`src/rtl/rv_imm_pkg.sv`:
```
// Shared definitions for the immediate-decode stage: RISC-V major opcodes,
// the format tag encoding and the datapath-width legality check.
package rv_imm_pkg;

    localparam logic [6:0] OP_IMM   = 7'b0010011;
    localparam logic [6:0] OP_IMM32 = 7'b0011011;
    localparam logic [6:0] LOAD     = 7'b0000011;
    localparam logic [6:0] STORE    = 7'b0100011;
    localparam logic [6:0] BRANCH   = 7'b1100011;
    localparam logic [6:0] JAL      = 7'b1101111;
    localparam logic [6:0] JALR     = 7'b1100111;
    localparam logic [6:0] LUI      = 7'b0110111;
    localparam logic [6:0] AUIPC    = 7'b0010111;
    localparam logic [6:0] SYSTEM   = 7'b1110011;
    localparam logic [6:0] OP       = 7'b0110011;
    localparam logic [6:0] OP32     = 7'b0111011;

    typedef enum logic [2:0] {
        FMT_NONE = 3'd0,
        FMT_I    = 3'd1,
        FMT_S    = 3'd2,
        FMT_B    = 3'd3,
        FMT_U    = 3'd4,
        FMT_J    = 3'd5,
        FMT_Z    = 3'd6
    } fmt_e;

    // Only RV32 and RV64 datapaths are supported.
    function automatic bit xlen_legal(input int xlen);
        return (xlen == 32) || (xlen == 64);
    endfunction

endpackage

```
`src/rtl/rv_imm_decode.sv`:
```
// Purely combinational immediate decoder: raw instruction in, extended
// immediate plus format tag and illegal-opcode flag out.
module rv_imm_decode
    import rv_imm_pkg::*;
#(
    parameter int XLEN    = 32,
    parameter bit EN_ZIMM = 1'b1
) (
    input  logic [31:0]     instr,
    output logic [XLEN-1:0] imm,
    output fmt_e            fmt,
    output logic            illegal
);

    localparam bit IS64 = (XLEN == 64);

    // The raw immediate fields are held as signed values so that a width
    // cast to XLEN performs the sign extension.
    logic signed [11:0] imm_i;
    logic signed [11:0] imm_s;
    logic signed [12:0] imm_b;
    logic signed [31:0] imm_u;
    logic signed [20:0] imm_j;

    assign imm_i = instr[31:20];
    assign imm_s = {instr[31:25], instr[11:7]};
    assign imm_b = {instr[31], instr[7], instr[30:25], instr[11:8], 1'b0};
    assign imm_u = {instr[31:12], 12'b0};
    assign imm_j = {instr[31], instr[19:12], instr[20], instr[30:21], 1'b0};

    // Opcode classification; unknown opcodes give NONE/0 and raise illegal.
    always_comb begin
        imm     = '0;
        fmt     = FMT_NONE;
        illegal = 1'b0;
        case (instr[6:0])
            OP_IMM, LOAD, JALR: begin
                imm = XLEN'(imm_i);
                fmt = FMT_I;
            end
            OP_IMM32: begin
                if (IS64) begin
                    imm = XLEN'(imm_i);
                    fmt = FMT_I;
                end else begin
                    illegal = 1'b1;
                end
            end
            STORE: begin
                imm = XLEN'(imm_s);
                fmt = FMT_S;
            end
            BRANCH: begin
                imm = XLEN'(imm_b);
                fmt = FMT_B;
            end
            LUI, AUIPC: begin
                imm = XLEN'(imm_u);
                fmt = FMT_U;
            end
            JAL: begin
                imm = XLEN'(imm_j);
                fmt = FMT_J;
            end
            SYSTEM: begin
                if ((instr[14:12] != 3'b000) && EN_ZIMM) begin
                    imm = XLEN'(instr[19:15]);
                    fmt = FMT_Z;
                end else begin
                    imm = XLEN'(imm_i);
                    fmt = FMT_I;
                end
            end
            OP: begin
                fmt = FMT_NONE;
            end
            OP32: begin
                if (!IS64) begin
                    illegal = 1'b1;
                end
            end
            default: begin
                illegal = 1'b1;
            end
        endcase
    end

endmodule

```
`src/rtl/rv_imm_stage.sv`:
```
// Registered immediate-decode stage with a two-entry skid buffer so that
// downstream back-pressure never reaches fetch through a combinational path.
module rv_imm_stage
    import rv_imm_pkg::*;
#(
    parameter int XLEN    = 32,
    parameter bit EN_ZIMM = 1'b1
) (
    input  logic            clk,
    input  logic            rst,
    input  logic            flush,
    input  logic            in_valid,
    output logic            in_ready,
    input  logic [31:0]     in_instr,
    input  logic [XLEN-1:0] in_pc,
    output logic            out_valid,
    input  logic            out_ready,
    output logic [XLEN-1:0] out_imm,
    output logic [2:0]      out_fmt,
    output logic            out_illegal,
    output logic [31:0]     out_instr,
    output logic [XLEN-1:0] out_pc
);

    if (!xlen_legal(XLEN)) begin : g_bad_xlen
        $error("rv_imm_stage: XLEN must be 32 or 64");
    end

    logic [XLEN-1:0] dec_imm;
    fmt_e            dec_fmt;
    logic            dec_illegal;

    rv_imm_decode #(
        .XLEN    (XLEN),
        .EN_ZIMM (EN_ZIMM)
    ) u_decode (
        .instr   (in_instr),
        .imm     (dec_imm),
        .fmt     (dec_fmt),
        .illegal (dec_illegal)
    );

    logic            main_valid_q, main_valid_d;
    logic [XLEN-1:0] main_imm_q, main_imm_d;
    fmt_e            main_fmt_q, main_fmt_d;
    logic            main_illegal_q, main_illegal_d;
    logic [31:0]     main_instr_q, main_instr_d;
    logic [XLEN-1:0] main_pc_q, main_pc_d;

    logic            skid_valid_q, skid_valid_d;
    logic [XLEN-1:0] skid_imm_q, skid_imm_d;
    fmt_e            skid_fmt_q, skid_fmt_d;
    logic            skid_illegal_q, skid_illegal_d;
    logic [31:0]     skid_instr_q, skid_instr_d;
    logic [XLEN-1:0] skid_pc_q, skid_pc_d;

    logic accept;
    logic xfer;

    // Ready depends only on flop state (and reset), never on out_ready.
    assign in_ready = !skid_valid_q && !rst;
    assign accept   = in_valid && in_ready && !flush;
    assign xfer     = main_valid_q && out_ready;

    // Next-state of both entries: flush empties, a full skid refills main on
    // transfer, otherwise an accepted word goes to main if it is free or
    // draining this cycle, and to skid only when main is stalled.
    always_comb begin
        main_valid_d   = main_valid_q;
        main_imm_d     = main_imm_q;
        main_fmt_d     = main_fmt_q;
        main_illegal_d = main_illegal_q;
        main_instr_d   = main_instr_q;
        main_pc_d      = main_pc_q;
        skid_valid_d   = skid_valid_q;
        skid_imm_d     = skid_imm_q;
        skid_fmt_d     = skid_fmt_q;
        skid_illegal_d = skid_illegal_q;
        skid_instr_d   = skid_instr_q;
        skid_pc_d      = skid_pc_q;
        if (flush) begin
            main_valid_d = 1'b0;
            skid_valid_d = 1'b0;
        end else if (skid_valid_q) begin
            if (xfer) begin
                main_imm_d     = skid_imm_q;
                main_fmt_d     = skid_fmt_q;
                main_illegal_d = skid_illegal_q;
                main_instr_d   = skid_instr_q;
                main_pc_d      = skid_pc_q;
                skid_valid_d   = 1'b0;
            end
        end else if (accept) begin
            if (!main_valid_q || xfer) begin
                main_valid_d   = 1'b1;
                main_imm_d     = dec_imm;
                main_fmt_d     = dec_fmt;
                main_illegal_d = dec_illegal;
                main_instr_d   = in_instr;
                main_pc_d      = in_pc;
            end else begin
                skid_valid_d   = 1'b1;
                skid_imm_d     = dec_imm;
                skid_fmt_d     = dec_fmt;
                skid_illegal_d = dec_illegal;
                skid_instr_d   = in_instr;
                skid_pc_d      = in_pc;
            end
        end else if (xfer) begin
            main_valid_d = 1'b0;
        end
    end

    // Entry registers; reset clears every field of both entries.
    always_ff @(posedge clk) begin
        if (rst) begin
            main_valid_q   <= 1'b0;
            main_imm_q     <= '0;
            main_fmt_q     <= FMT_NONE;
            main_illegal_q <= 1'b0;
            main_instr_q   <= '0;
            main_pc_q      <= '0;
            skid_valid_q   <= 1'b0;
            skid_imm_q     <= '0;
            skid_fmt_q     <= FMT_NONE;
            skid_illegal_q <= 1'b0;
            skid_instr_q   <= '0;
            skid_pc_q      <= '0;
        end else begin
            main_valid_q   <= main_valid_d;
            main_imm_q     <= main_imm_d;
            main_fmt_q     <= main_fmt_d;
            main_illegal_q <= main_illegal_d;
            main_instr_q   <= main_instr_d;
            main_pc_q      <= main_pc_d;
            skid_valid_q   <= skid_valid_d;
            skid_imm_q     <= skid_imm_d;
            skid_fmt_q     <= skid_fmt_d;
            skid_illegal_q <= skid_illegal_d;
            skid_instr_q   <= skid_instr_d;
            skid_pc_q      <= skid_pc_d;
        end
    end

    assign out_valid   = main_valid_q;
    assign out_imm     = main_imm_q;
    assign out_fmt     = main_fmt_q;
    assign out_illegal = main_illegal_q;
    assign out_instr   = main_instr_q;
    assign out_pc      = main_pc_q;

endmodule

```
`config.mk`:
```
export PLATFORM = sky130hd
export DESIGN_NAME = rv_imm_stage
export DESIGN_NICKNAME = d
export VERILOG_FILES = /design/src/rtl/rv_imm_pkg.sv /design/src/rtl/rv_imm_decode.sv /design/src/rtl/rv_imm_stage.sv
export SDC_FILE = /design/constraint.sdc
export NUM_CORES = 1
export LEC_CHECK = 0
export ABC_AREA = 1
export CAP_MARGIN = 20
export CORE_MARGIN = 5
export CORE_UTILIZATION = 49
export CTS_BUF_LIST = sky130_fd_sc_hd__clkbuf_2 sky130_fd_sc_hd__clkbuf_4 sky130_fd_sc_hd__clkbuf_8
export CTS_CLUSTER_SIZE = 25
export DETAILED_ROUTE_END_ITERATION = 6
export PLACE_DENSITY_LB_ADDON = 0.08
export SLEW_MARGIN = 20
export SYNTH_ARGS = -nofsm -noshare
export SYNTH_HDL_FRONTEND = slang
export SYNTH_SLANG_ARGS = --single-unit
```
`constraint.sdc`:
```
create_clock -name clk -period 1.5 [get_ports clk]
set_clock_uncertainty 0.1 [all_clocks]
set_input_delay 0.15 -clock clk [delete_from_list [all_inputs] [get_ports clk]]
set_output_delay 0.15 -clock clk [all_outputs]
set_load 0.1 [all_outputs]
```
== Yosys cells after proc, flatten, opt, wreduce, memory -nomap -nowiden ==
Cells that the tools add are included.
W data, S select, Z words.

* Reduce and logical (&&, ||, !) cells: 20
* Bitwise logic cells: 3
* Multiplexer cells: 32
* Equality and inequality tests: 12

{| class="wikitable"
|+ Operators by type and width
! operator !! number
|-
| $mux W32 || 13
|-
| $pmux W32 S6 || 1
|-
| $eq A7 B7 Y1 const B || 4
|-
| $eq A7 B6 Y1 const B || 3
|-
| $pmux W3 S6 || 1
|-
| $mux W3 || 5
|-
| $eq A7 B5 Y1 const B || 2
|-
| $mux W1 || 12
|-
| $reduce_or A10 Y1 || 1
|-
| $reduce_and A4 Y1 || 2
|-
| $eq A7 B2 Y1 const B || 1
|-
| $reduce_bool A2 Y1 || 3
|-
| $logic_and A1 B1 Y1 || 4
|-
| $logic_not A1 Y1 || 4
|-
| $ne A2 B1 Y1 const B || 2
|-
| $reduce_or A2 Y1 || 2
|-
| $not A1 Y1 || 3
|-
| $reduce_and A3 Y1 || 1
|-
| $reduce_bool A3 Y1 || 1
|-
| $reduce_or A3 Y1 || 1
|-
| $logic_or A1 B1 Y1 || 1
|}

* Bits in registers: 202
* Input port bits: 69
* Output and inout port bits: 102
* Word-level logic and storage cells: 79

== Depth between registers and ports, before layout ==
* Word-level depth: 6
* Depth in mapped cells: 11
* Mapped depth without buffers: 10

== Cells and area by module ==
A second synthesis with hierarchy kept.

* Cell total of the unflattened synthesis: 1499
* Area total of the unflattened synthesis: 10173.5 um2

{| class="wikitable"
|+ By module, submodules not included
! module !! sequential area each (um2) !! cells each !! area each (um2) !! instances
|-
| rv_imm_stage || 4043.9 || 1231 || 8998.6 || 1
|-
| rv_imm_decode || 0.0 || 268 || 1174.9 || 1
|}

== Worst setup path before layout ==
Ideal clock, no wire load.

* Path type: reg-to-reg
* Start: register main_valid_q (netlist: out_valid)
* End: register main_imm_q[21] (netlist: out_imm[21])
* Library setup time: 0.122 ns
* Data required time: 1.278 ns
* Path slack: -0.768 ns
* Cell stages (with the launch flop): 10
* Period minus slack after synthesis: 2.268 ns
* Path buffers: 2
* Arrival: 2.045 ns
* Cell sequence: dfxtp_1 inv_1 nor2_1 nor2_1 nand2_2 inv_2 buf_6 buf_4 o21ai_0 a21oi_1

* Cells in the longest elaborated chain, start to end: 4
* Elaborated cells between the ends (all ways): 6
* Classes of those cells: 1 x eq/ne; 5 x reduce/logical

{| class="wikitable"
|+ RTL lines
! what !! RTL line !! RTL
|-
| start, declared || rv_imm_stage.sv:43 || <nowiki>logic main_valid_q, main_valid_d;</nowiki>
|-
| start signal, assigned || rv_imm_stage.sv:130 || <nowiki>main_valid_q <= main_valid_d;</nowiki>
|-
| $logic_not A1 Y1 or $logic_and A1 B1 Y1 (tied branches) || rv_imm_stage.sv:94, rv_imm_stage.sv:63 ||
|-
| $logic_or A1 B1 Y1 || rv_imm_stage.sv:94 || <nowiki>if (!main_valid_q || xfer) begin</nowiki>
|-
| $reduce_bool A2 Y1 (no line) || - ||
|-
| $reduce_and A4 Y1 (no line) * || - ||
|-
| end signal, assigned || rv_imm_stage.sv:131 || <nowiki>main_imm_q <= main_imm_d;</nowiki>
|-
| end, declared || rv_imm_stage.sv:44 || <nowiki>logic [XLEN-1:0] main_imm_q, main_imm_d;</nowiki>
|}

Every way passes the cells marked *; elsewhere a longest branch is shown, timed or not.
A chain may end at the register's enable or synchronous reset.

== Final worst setup path ==
* Start: register skid_valid_q
* End: output port in_ready

* Cells in the longest elaborated chain, start to end: 2

{| class="wikitable"
|+ RTL lines
! what !! RTL line !! RTL
|-
| start, declared || rv_imm_stage.sv:50 || <nowiki>logic skid_valid_q, skid_valid_d;</nowiki>
|-
| start signal, assigned || rv_imm_stage.sv:136 || <nowiki>skid_valid_q <= skid_valid_d;</nowiki>
|-
| $logic_not A1 Y1 || rv_imm_stage.sv:61 || <nowiki>assign in_ready = !skid_valid_q && !rst;</nowiki>
|-
| $logic_and A1 B1 Y1 || rv_imm_stage.sv:61 ||
|-
| end, declared || rv_imm_stage.sv:13 || <nowiki>output logic in_ready,</nowiki>
|}

No other way between the ends.

==> summary.md <==
| Metric | Value |
|---|---|
| Status | `complete, but fails checks` |
| Failing checks | `setup timing` |
| CTS tree | `done` |
| Worst setup margin | `-0.161 ns` |
| Nets | `1561` |
| Arrival @ worst endpoint | `1.41 ns` |
| R2r endpoint | `out_instr[21]` |
| Gr usage total | `26.5%` |
| Num CTS Buffers | `36` |
| Final setup violation count | `101` |
| CP cell instances | `buf_8 > buf_16 > nor2_4 > buf_12` |
| Largest net degree at the start of global routing | `55` |
| Crit Reg-Reg Startpoint | `skid_valid_q` |
| Sw Share | `27.9%` |
| Later-pin clock latency in the skew report | `0.53 ns` |
| Fin. max-slew vios | `0` |
| Post-synth top area share | `45.3%` |
| Static leakage | `6.12 nW` |
| Max cap viols | `0` |
| First-pass GRT wire length | `47300 um` |
| Hold path depth | `4` |
| Slowest-stage cell, CP | `dfxtp_4` |
| Layout cells sized above 1 | `21.6%` |
| Yosys top cell by area | `dfxtp_1` |
| Worst Tran Pin Value | `0.321 ns` |
| Filler cells | `1239` |
| Clock root buffer | `clkbuf_8` |
| Register area share after synthesis | `45.3%` |
| Via-to-Cell Ratio | `5.71` |
| Worst min path class | `input pin to flop` |
| Max VDD drop | `0.000773 V` |
| Crit path max fanout | `3` |
| CORE AREA | `0.0180 mm2` |
| Net switching power | `3.71 mW` |
| Post-DP HPWL | `18200 um` |
| CTS max path bufs | `3` |
| WL per Instance | `18.0 um` |
| Worst rel slew slack | `78.6%` |
| Crit share post-route | `111%` |
| Crit path launch type | `flop` |
| Die H | `145 um` |
| Routability Congestion | `0.921` |
| Synth Area per Inst | `7.10 um2` |
| Congestion Overflow GR | `0` |
| Ys Warns | `0` |
| Clock power frac | `41.6%` |
| Detailed Routing Iterations Pass 1 | `6` |
| # DRC | `0` |
| I/O Buffers | `170` |
| Synthesis-to-finish area growth | `57.1%` |
| HP Start | `in_instr[5]` |
| Final wirelength | `31500 um` |
| Initial antenna violation count | `0` |
| #FFs+latches synth | `202` |
| Critical Path Max Stage Delay | `0.36 ns` |
| R2R Setup Slk | `-0.16 ns` |
| Initial core utilization | `49.7%` |
| CP endpoint kind | `output pin` |
| Synthesized instance count | `1257` |
| Max Fclk | `602 MHz` |
| Clock edge transition at the registers on the reported setup and hold paths | `0.06 ns` |
| Worst r2r path cells | `8` |
| RSZ-0062 raised after global routing | `yes` |
| P_int | `9.61 mW` |
| Antenna cells | `0` |
| Worst Path Required | `1.25 ns` |
| Top cells by area, synth | `dfxtp_1, nand2_1, o21ai_0` |
| Die Span X | `145 um` |
| CTS H-tree depth | `2` |
| Top Ports | `171` |
| WHS Endpoint | `skid_instr_q[5]` |
| Total clock sinks | `202` |
| Number of global-route vias before repair | `9248` |
| Worst Setup Path Type | `flop to output pin` |
| Cell area after layout | `0.0140 mm2` |
| Site Rows | `49` |
| 1st-iter DRT viols | `792` |
| Power Density | `950 mW/mm2` |
| Synth unique cells | `26` |
| Net count after synthesis | `1326` |
| Vias | `9985` |
| Final core utilization | `78.0%` |
| Final hold vios | `0` |
| Seq pwr share | `42.0%` |
| DP Area | `0.0124 mm2` |
| Min cycle time layout | `1.66 ns` |
| Mapped Area | `0.00892 mm2` |
| Comb pwr share | `16.4%` |
| Routed Antenna Nets | `0` |
| Die area | `0.0210 mm2` |
logic make-up (layout without fill, tap and decap cells):
logic type             after synthesis  after routing  synth area share [%]
and+or+nand+nor                    508            508                  23.1
AOI/OAI and AO/OA                  398            398                  24.1
DFF                                202            202                  45.3
buffers and inverters              149            411                  7.54
through the flow:
step / std cells / setup slack [ns] / power, mW / hold slack (ns) / TNS [ns]
2_1_floorplan: 1257 / -0.111 / 6.78 / 0.193 / -15.85
3_3_place_gp: 1650 / -0.492 / 7.74 / 0.352 / -78.66
3_5_place_dp: 1650 / -0.528 / 7.75 / 0.355 / -85.37
4_1_cts: 1723 / -0.200 / 13.3 / 0.0832 / -9.74
5_1_grt: 1748 / -0.235 / 13.8 / 0.0957 / -17.69
6_report: 1748 / -0.161 / 13.3 / 0.0809 / -9.58
worst max-delay path by stage:
stage / from / endpoint / slack, ns / depth (start not counted)
after detailed placement: in_instr[5] / out_illegal / -0.53 / 9
after floorplan: out_valid / out_imm[1] / -0.11 / 9
after CTS: skid_valid_q / in_ready / -0.20 / 4
after global routing: skid_valid_q / out_instr[4] / -0.23 / 8
final: skid_valid_q / in_ready / -0.16 / 4
after global placement: in_instr[5] / out_illegal / -0.49 / 8
routing by layer:
layer	global-route usage [%]	wire length (um)	vias up
met5	0	0	-
met3	5.36	2590	82
li1	-	-	4706
met1	34.3	12600	4702
met2	44.3	15400	495
met4	9.13	907	0
sequential cells by signal, summed over array words and instances, names as in the netlist:
signal and flops:
skid_valid_q 1, out_valid 1, skid_fmt_q 3, out_instr 32, out_illegal 1, skid_pc_q 32
out_pc 32, out_imm 32, skid_instr_q 32, skid_imm_q 32, out_fmt 3, skid_illegal_q 1
worst max-delay path: cells and delay by family (launching register included):
family / cells / cell delay, ns
buf+inv: 3 / 0.44
flops: 1 / 0.36
simple gates: 1 / 0.09
final cells by class:
type	count	area, um2	share of cell area, %
inverters	46	196	1.40
repair buffers	298	4370	31.2
repair inverters	2	25.0	0.179
clock buffers	59	731	5.21
multi-input cells	906	4290	30.6
clock inverters	6	62.6	0.446
well taps	229	287	2.04
flip-flops and latches	202	4050	28.9
cells in the mapped netlist:
cell and number:
buf_4 5, dfxtp_1 202, o21ai_0 149, nor2_4 3
buf_1 1, nor2_1 56, o21a_1 3, nor3_1 1
nand2_1 376, a21oi_1 142, nor2_8 1, nand2_2 5
buf_2 28, nand3_1 61, nor2_2 2, o21ai_1 10
inv_2 4, buf_6 8, nand3_2 1, o21ai_2 2
inv_1 42, nand2_4 1, clkbuf_1 61, nand4_1 1
a31oi_1 70, o21bai_1 22
power groups by stage:
stage | clock network (mW) | logic (mW) | registers, mW
after CTS | 5.61 | 2.07 | 5.60
after floorplan | 0 | 0.434 | 6.34
after detailed placement | 0 | 2.04 | 5.71
after global routing | 5.91 | 2.27 | 5.61
final | 5.54 | 2.18 | 5.60
after global placement | 0 | 2.03 | 5.71
what timing repair did:
item / CTS / global route
endpoints found under the setup margin: 183 / 188
setup buffers: 2 / 4
endpoints found under the hold margin: 2 / 8
cloned: 5 / 15
pin swaps: 1 / 17
hold buffers: 1 / 6
gates resized for setup: 10 / 38
placed cells by master, fill, tap and decap left out, types with 7 or more instances in the layout:
| master | n |
|---|---|
| inv_1 | 39 |
| clkdlybuf4s50_1 | 62 |
| o21ai_1 | 98 |
| nand2_1 | 373 |
| clkbuf_8 | 46 |
| clkbuf_16 | 11 |
| clkbuf_4 | 13 |
| buf_12 | 122 |
| a31oi_1 | 70 |
| dfxtp_1 | 200 |
| nor2_1 | 50 |
| o21bai_1 | 22 |
| o21ai_0 | 60 |
| a21oi_1 | 140 |
| nand3_1 | 61 |
| buf_4 | 73 |
| dlygate4sd3_1 | 7 |
No activity file was read; power rests on OpenSTA's default activity.
